$ cat src/rtl/riscv_pkg.sv
// Shared RISC-V pipeline definitions: opcode constants, hazard FSM states,
// and source-register usage decode.
package riscv_pkg;

  localparam logic [6:0] OP_RTYPE  = 7'b0110011;
  localparam logic [6:0] OP_LOAD   = 7'b0000011;
  localparam logic [6:0] OP_STORE  = 7'b0100011;
  localparam logic [6:0] OP_BRANCH = 7'b1100011;
  localparam logic [6:0] OP_ADDI   = 7'b0010011;

  typedef enum logic {
    RUN   = 1'b0,
    FLUSH = 1'b1
  } hz_state_t;

  // True when the instruction format actually reads rs1.
  function automatic logic uses_rs1(input logic [6:0] op);
    return (op == OP_RTYPE) || (op == OP_LOAD) || (op == OP_STORE) ||
           (op == OP_BRANCH) || (op == OP_ADDI);
  endfunction

  // True when the instruction format actually reads rs2.
  function automatic logic uses_rs2(input logic [6:0] op);
    return (op == OP_RTYPE) || (op == OP_STORE) || (op == OP_BRANCH);
  endfunction

endpackage

$ cat src/rtl/hazard_stall_unit_if.sv
// Pipeline-facing signals of the hazard unit: IF/ID decode fields in,
// PC / IF/ID / ID/EX steering controls out.
interface hazard_stall_unit_if;
  logic [6:0] ifid_opcode;
  logic [4:0] ifid_rs1;
  logic [4:0] ifid_rs2;
  logic [4:0] ifid_rd;
  logic       id_memread;
  logic       branch_taken;
  logic       pc_write;
  logic       ifid_write;
  logic       ifid_flush;
  logic       IDEX_control_mux;

  // Pipeline side: supplies decode fields, consumes steering controls.
  modport master (
    output ifid_opcode, ifid_rs1, ifid_rs2, ifid_rd, id_memread, branch_taken,
    input  pc_write, ifid_write, ifid_flush, IDEX_control_mux
  );

  // Hazard unit side.
  modport slave (
    input  ifid_opcode, ifid_rs1, ifid_rs2, ifid_rd, id_memread, branch_taken,
    output pc_write, ifid_write, ifid_flush, IDEX_control_mux
  );
endinterface

$ cat src/rtl/hazard_perf_ctr.sv
// Saturating performance counter: counts inc cycles, holds at all-ones.
module hazard_perf_ctr #(
  parameter int CNT_W = 16
) (
  input  logic             clk,
  input  logic             reset,
  input  logic             inc,
  output logic [CNT_W-1:0] cnt
);

  logic [CNT_W-1:0] cnt_q, cnt_d;

  // Next count: step on inc unless already saturated.
  always_comb begin
    // NOTE: every always_comb output gets a default first so no path infers a latch.
    cnt_d = cnt_q;
    if (inc && (cnt_q != '1)) cnt_d = cnt_q + 1'b1;
  end

  // Count register with synchronous clear.
  always_ff @(posedge clk) begin
    // NOTE: sequential state uses non-blocking assignments only.
    if (reset) cnt_q <= '0;
    else       cnt_q <= cnt_d;
  end

  assign cnt = cnt_q;

endmodule

$ cat src/rtl/hazard_stall_unit.sv
// Load-use stall and taken-branch flush controller for the 5-stage core.
// Shadows the instruction entering ID/EX and compares it with IF/ID.
// Build option: define HAZARD_PERF_EN to build the stall/flush perf
// counters; otherwise stall_cnt and flush_cnt are tied to zero.
module hazard_stall_unit
  import riscv_pkg::*;
#(
  parameter int FLUSH_CYCLES = 2,
  parameter int CNT_W        = 16
) (
  input  logic                clk,
  input  logic                reset,
  hazard_stall_unit_if.slave  hz,
  output logic [CNT_W-1:0]    stall_cnt,
  output logic [CNT_W-1:0]    flush_cnt
);

  localparam logic [2:0] FLUSH_LOAD = 3'(FLUSH_CYCLES - 1);

  hz_state_t  state_q, state_d;
  logic [2:0] cnt_q, cnt_d;
  logic [4:0] ex_rd_q, ex_rd_d;
  logic       ex_memread_q, ex_memread_d;

  logic load_use;
  logic pc_write, ifid_write, ifid_flush, idex_mux;

  // Load-use hazard: a load in ID/EX writes a register IF/ID actually reads.
  always_comb begin
    load_use = (state_q == RUN) && ex_memread_q && (ex_rd_q != 5'd0) &&
               ((uses_rs1(hz.ifid_opcode) && (hz.ifid_rs1 == ex_rd_q)) ||
                (uses_rs2(hz.ifid_opcode) && (hz.ifid_rs2 == ex_rd_q)));
  end

  // FSM next state and steering outputs; a taken branch outranks load-use.
  always_comb begin
    state_d    = state_q;
    cnt_d      = cnt_q;
    pc_write   = 1'b1;
    ifid_write = 1'b1;
    ifid_flush = 1'b0;
    idex_mux   = 1'b1;
    unique case (state_q)
      RUN: begin
        if (hz.branch_taken) begin
          ifid_flush = 1'b1;
          idex_mux   = 1'b0;
          cnt_d      = FLUSH_LOAD;
          state_d    = (FLUSH_CYCLES == 1) ? RUN : FLUSH;
        end else if (load_use) begin
          pc_write   = 1'b0;
          ifid_write = 1'b0;
          idex_mux   = 1'b0;
        end
      end
      FLUSH: begin
        // branch_taken here belongs to the squashed path and is ignored.
        ifid_flush = 1'b1;
        idex_mux   = 1'b0;
        if (cnt_q > 3'd1) begin
          cnt_d = cnt_q - 3'd1;
        end else begin
          cnt_d   = 3'd0;
          state_d = RUN;
        end
      end
      default: state_d = RUN;
    endcase
  end

  // Shadow of what enters ID/EX: a bubble enters as rd=0, memread=0.
  always_comb begin
    ex_rd_d      = idex_mux ? hz.ifid_rd    : 5'd0;
    ex_memread_d = idex_mux ? hz.id_memread : 1'b0;
  end

  // State, flush counter and shadow registers.
  always_ff @(posedge clk) begin
    if (reset) begin
      state_q      <= RUN;
      cnt_q        <= 3'd0;
      ex_rd_q      <= 5'd0;
      ex_memread_q <= 1'b0;
    end else begin
      state_q      <= state_d;
      cnt_q        <= cnt_d;
      ex_rd_q      <= ex_rd_d;
      ex_memread_q <= ex_memread_d;
    end
  end

  assign hz.pc_write         = pc_write;
  assign hz.ifid_write       = ifid_write;
  assign hz.ifid_flush       = ifid_flush;
  assign hz.IDEX_control_mux = idex_mux;

`ifdef HAZARD_PERF_EN
  // Stalls count only when the branch did not pre-empt them.
  hazard_perf_ctr #(.CNT_W(CNT_W)) u_stall_ctr (
    .clk   (clk),
    .reset (reset),
    .inc   (load_use && !hz.branch_taken),
    .cnt   (stall_cnt)
  );

  hazard_perf_ctr #(.CNT_W(CNT_W)) u_flush_ctr (
    .clk   (clk),
    .reset (reset),
    .inc   ((state_q == RUN) && hz.branch_taken),
    .cnt   (flush_cnt)
  );
`else
  assign stall_cnt = '0;
  assign flush_cnt = '0;
`endif

endmodule

$ cat src/flat_wrapper.sv
// flat-port wrapper written by rule: the top's interface ports become plain ports
module hazard_stall_unit_flat import riscv_pkg::*;
#(
  parameter int FLUSH_CYCLES = 2,
  parameter int CNT_W        = 16
)
  (clk, reset, stall_cnt, flush_cnt, hz_ifid_opcode, hz_ifid_rs1, hz_ifid_rs2, hz_ifid_rd, hz_id_memread, hz_branch_taken, hz_pc_write, hz_ifid_write, hz_ifid_flush, hz_IDEX_control_mux);
  hazard_stall_unit_if hz_i ();
  input  logic clk;
  input  logic reset;
  output logic [CNT_W-1:0] stall_cnt;
  output logic [CNT_W-1:0] flush_cnt;
  input wire logic [$bits(hz_i.ifid_opcode)-1:0] hz_ifid_opcode;
  input wire logic [$bits(hz_i.ifid_rs1)-1:0] hz_ifid_rs1;
  input wire logic [$bits(hz_i.ifid_rs2)-1:0] hz_ifid_rs2;
  input wire logic [$bits(hz_i.ifid_rd)-1:0] hz_ifid_rd;
  input wire logic [$bits(hz_i.id_memread)-1:0] hz_id_memread;
  input wire logic [$bits(hz_i.branch_taken)-1:0] hz_branch_taken;
  output wire logic [$bits(hz_i.pc_write)-1:0] hz_pc_write;
  output wire logic [$bits(hz_i.ifid_write)-1:0] hz_ifid_write;
  output wire logic [$bits(hz_i.ifid_flush)-1:0] hz_ifid_flush;
  output wire logic [$bits(hz_i.IDEX_control_mux)-1:0] hz_IDEX_control_mux;
  assign hz_i.ifid_opcode = hz_ifid_opcode;
  assign hz_i.ifid_rs1 = hz_ifid_rs1;
  assign hz_i.ifid_rs2 = hz_ifid_rs2;
  assign hz_i.ifid_rd = hz_ifid_rd;
  assign hz_i.id_memread = hz_id_memread;
  assign hz_i.branch_taken = hz_branch_taken;
  assign hz_pc_write = hz_i.pc_write;
  assign hz_ifid_write = hz_i.ifid_write;
  assign hz_ifid_flush = hz_i.ifid_flush;
  assign hz_IDEX_control_mux = hz_i.IDEX_control_mux;
  hazard_stall_unit #(.FLUSH_CYCLES(FLUSH_CYCLES), .CNT_W(CNT_W)) u_core (.clk(clk), .reset(reset), .hz(hz_i), .stall_cnt(stall_cnt), .flush_cnt(flush_cnt));
endmodule
$ cat config.mk
export PLATFORM = sky130hd
export DESIGN_NAME = hazard_stall_unit_flat
export DESIGN_NICKNAME = d
export VERILOG_FILES = /design/src/rtl/riscv_pkg.sv /design/src/rtl/hazard_stall_unit_if.sv /design/src/rtl/hazard_perf_ctr.sv /design/src/rtl/hazard_stall_unit.sv /design/src/flat_wrapper.sv
export SDC_FILE = /design/constraint.sdc
export NUM_CORES = 1
export LEC_CHECK = 0
export BUFFER_PORTS_ARGS = -buffer_cell sky130_fd_sc_hd__buf_2
export CELL_PAD_IN_SITES_DETAIL_PLACEMENT = 0
export CELL_PAD_IN_SITES_GLOBAL_PLACEMENT = 1
export CORE_MARGIN = 1.5
export CORE_UTILIZATION = 28
export CTS_BUF_LIST = sky130_fd_sc_hd__clkbuf_8 sky130_fd_sc_hd__clkbuf_16
export DETAILED_ROUTE_END_ITERATION = 8
export GPL_ROUTABILITY_DRIVEN = 0
export GPL_TIMING_DRIVEN = 0
export PLACE_DENSITY_LB_ADDON = 0.1
export SETUP_SLACK_MARGIN = 0.1
export SLEW_MARGIN = 20
export SYNTH_ARGS = -nofsm -noshare
export SYNTH_HDL_FRONTEND = slang
export SYNTH_SLANG_ARGS = --single-unit
$ cat constraint.sdc
create_clock -name clk -period 2.4 [get_ports clk]
set_clock_uncertainty 0.15 [all_clocks]
set_input_delay 0.36 -clock clk [delete_from_list [all_inputs] [get_ports clk]]
set_output_delay 0.36 -clock clk [all_outputs]
set_load 0.02 [all_outputs]
==> impl_metrics.tcl <==
set metrics [dict create \
    syn_area_per_cell_um2 8.465 \
    post-dp-hpwl_um 1429 \
    track_usage_pct 10.55 \
    ys_warn_count 0 \
    vias 744 \
    clk-insertion-delay-late_ns 0.24 \
    ir_worst_vdd_mv 0.3351 \
    cts_tree "done" \
    p_leak_nw 0.6226 \
    setup_viol 0 \
    synth-seq-area-share_pct 24.13 \
    start_util_pct 29.82 \
    numCtsBuffers 3 \
    diodes 0 \
    grt_overflow_total 0 \
    endpoint "hz_IDEX_control_mux" \
    drtAntennaViolNets 0 \
    worstMarginPinSlew_ns 0.6176 \
    synth_cells 98 \
    endpoint_kind "output port" \
    cts_root_buf "clkbuf_8" \
    drc_errors 0 \
    die_w_um 57.43 \
    wl_per_cell_um 8.855 \
    area_growth_pct 47.36 \
    clk_pin_slew_worst_paths_ns 0.05 \
    max_freq_ghz 0.4483 \
    dieHeight_um 57.43 \
    row_count 19 \
    cts_buffer_depth 2 \
    hold_viol 0 \
    reg2reg_to "u_core.ex_rd_q[0]" \
    maxSlewViolCount 0 \
    htree_num_levels 1 \
    fin_crit_sh_pct 92.95 \
    crit_type "reg -> out" \
    min-delay-start "hz_ifid_rd[0]" \
    timing.rr.start "u_core.ex_rd_q[0]" \
    antenna_found_initial 0 \
    first_global_vias 680 \
    slew_headroom_pct 58.68 \
    async_flop_share_pct 0 \
    io_pins 62 \
    r2r_setup_slack_ns 0.82 \
    synthFlopType "dfxtp_1" \
    fin_crit_ns 2.231 \
    core_um2 2781 \
    fin_tns_setup_ns 0 \
    hold_buffers 0 \
    critical_path.startpoint "u_core.ex_rd_q[0]" \
    rsz0062_at_grt "true" \
    arrival_ns 1.72 \
    nNetsFinal 191 \
    power.density_nw_per_um2 462.1 \
    die_area_um2 3298 \
    syn-cell-area_um2 829.5 \
    required_ns 1.89 \
    drtPass1Iterations 4 \
    cts.sinks 10 \
    r2r_cells 4 \
    synth_edf_count 0 \
    cp-start-kind "flop" \
    hp-class "in -> reg" \
    first_iter_violations 17 \
    maxCapViolations 0 \
    power_w 0.0005649 \
    synth-seq-cells 10 \
    grt_pass1_wl_um 2663 \
    routed_wl_um 1709 \
    drive_gt1_share_pct 45.06 \
    place.port_buffers 28 \
    critPathMaxFanout 7 \
    ys_types 24 \
    vias_per_cell 3.855 \
    status "finished, final reports clean" \
    grt_max_degree 11 \
]
## final cells by class
cell class,instances,area [um2]
inverters,3,11.26
fillers,296,1559
repair buffers,29,150.1
multi-input cells,82,513.0
clock buffers,4,55.05
well taps,31,38.79
plain buffers,34,251.5
flip-flops and latches,10,202.7
## critical path, cell delays in order (launching register included)
cell     delay (ns)
dfxtp_2        0.33
or4_4          0.53
o21a_4         0.21
buf_4          0.16
a21oi_2        0.11
buf_4          0.15
## stage by stage
stage	worst slack [ns]	cell area (um2)	utilization [%]	hold slack, ns	instances
final	0.1692	1222	43.95	0.2160	193
after CTS	0.1161	1206	43.36	0.2126	193
after floorplan	0.3467	945.9	-	0.3124	129
after detailed placement	0.1432	1125	40.44	0.3439	188
after global placement	0.1800	1125	40.44	0.3235	188
after global routing	0.09208	1222	43.95	0.2112	193
## synthesized netlist by cell type, types with 2 or more instances
master / instances / area (um2)
nand3b_1: 6 / 45.04
a21oi_1: 9 / 45.04
o21ai_1: 2 / 10.01
nand2_1: 2 / 7.510
nor2_1: 4 / 15.01
xnor2_1: 10 / 87.58
nand4b_1: 2 / 17.52
nand2b_1: 2 / 12.51
inv_1: 3 / 11.26
dfxtp_1: 10 / 200.2
ha_1: 2 / 25.02
nand3_1: 2 / 10.01
buf_4: 33 / 247.7
## cells in the final DEF (no fill, tap or decap), drive strengths merged, types with 2 or more instances in the layout
cell    Yosys  routed
clkbuf      0       4
dfxtp      10      10
xnor2      10      10
o21ai       2       2
nand2b      2       2
conb        1      32
ha          2       2
inv         3       3
nand3b      6       6
nand3       2       2
nand2       2       2
buf        34      63
nand4b      2       2
nor2        4       4
a21oi       9       9
## registers in the layout, indices dropped and copies added, names as in the netlist
name,count
u_core.cnt_q,3
u_core.state_q,1
u_core.ex_rd_q,5
u_core.ex_memread_q,1
## logic make-up (layout without fill, tap and decap cells)
logic type	after synthesis	after routing	share of synthesized area [%]
compound gates	17	17	14.33
flops	10	10	24.13
buf+inv	37	70	31.67
other cells	1	32	0.4521
xor+xnor	10	10	10.56
simple gates	21	21	15.84
fa+ha+maj	2	2	3.016
## metal layers
metal / global-route usage [%] / wire (um) / vias to the layer above
li1: - / - / 391
met1: 9.972 / 615 / 313
met2: 19.48 / 870 / 35
met3: 4.308 / 194 / 5
met4: 4.983 / 29 / 0
met5: 0 / 0 / -
## repair_timing
action,CTS,global route
gates resized for setup,2,5
pin swaps,1,0
setup buffers,1,0
endpoints found under the setup margin,2,2
## power breakdown
| part | total, W | internal (W) | switching [W] |
|---|---|---|---|
| Combinational | 0.000171 | 0.0000811 | 0.0000900 |
| Sequential | 0.000184 | 0.000175 | 0.00000897 |
| Clock | 0.000210 | 0.000144 | 0.0000658 |
## how the worst min path moves through the flow
stage | depth (start not counted) | endpoint
2_1_floorplan | 2 | u_core.cnt_q[2]
3_3_place_gp | 2 | u_core.cnt_q[2]
5_1_grt | 3 | u_core.ex_rd_q[0]
4_1_cts | 3 | u_core.ex_memread_q
3_5_place_dp | 2 | u_core.cnt_q[2]
6_report | 3 | u_core.ex_rd_q[0]
Note: power is estimated with default switching activity, not from simulation.
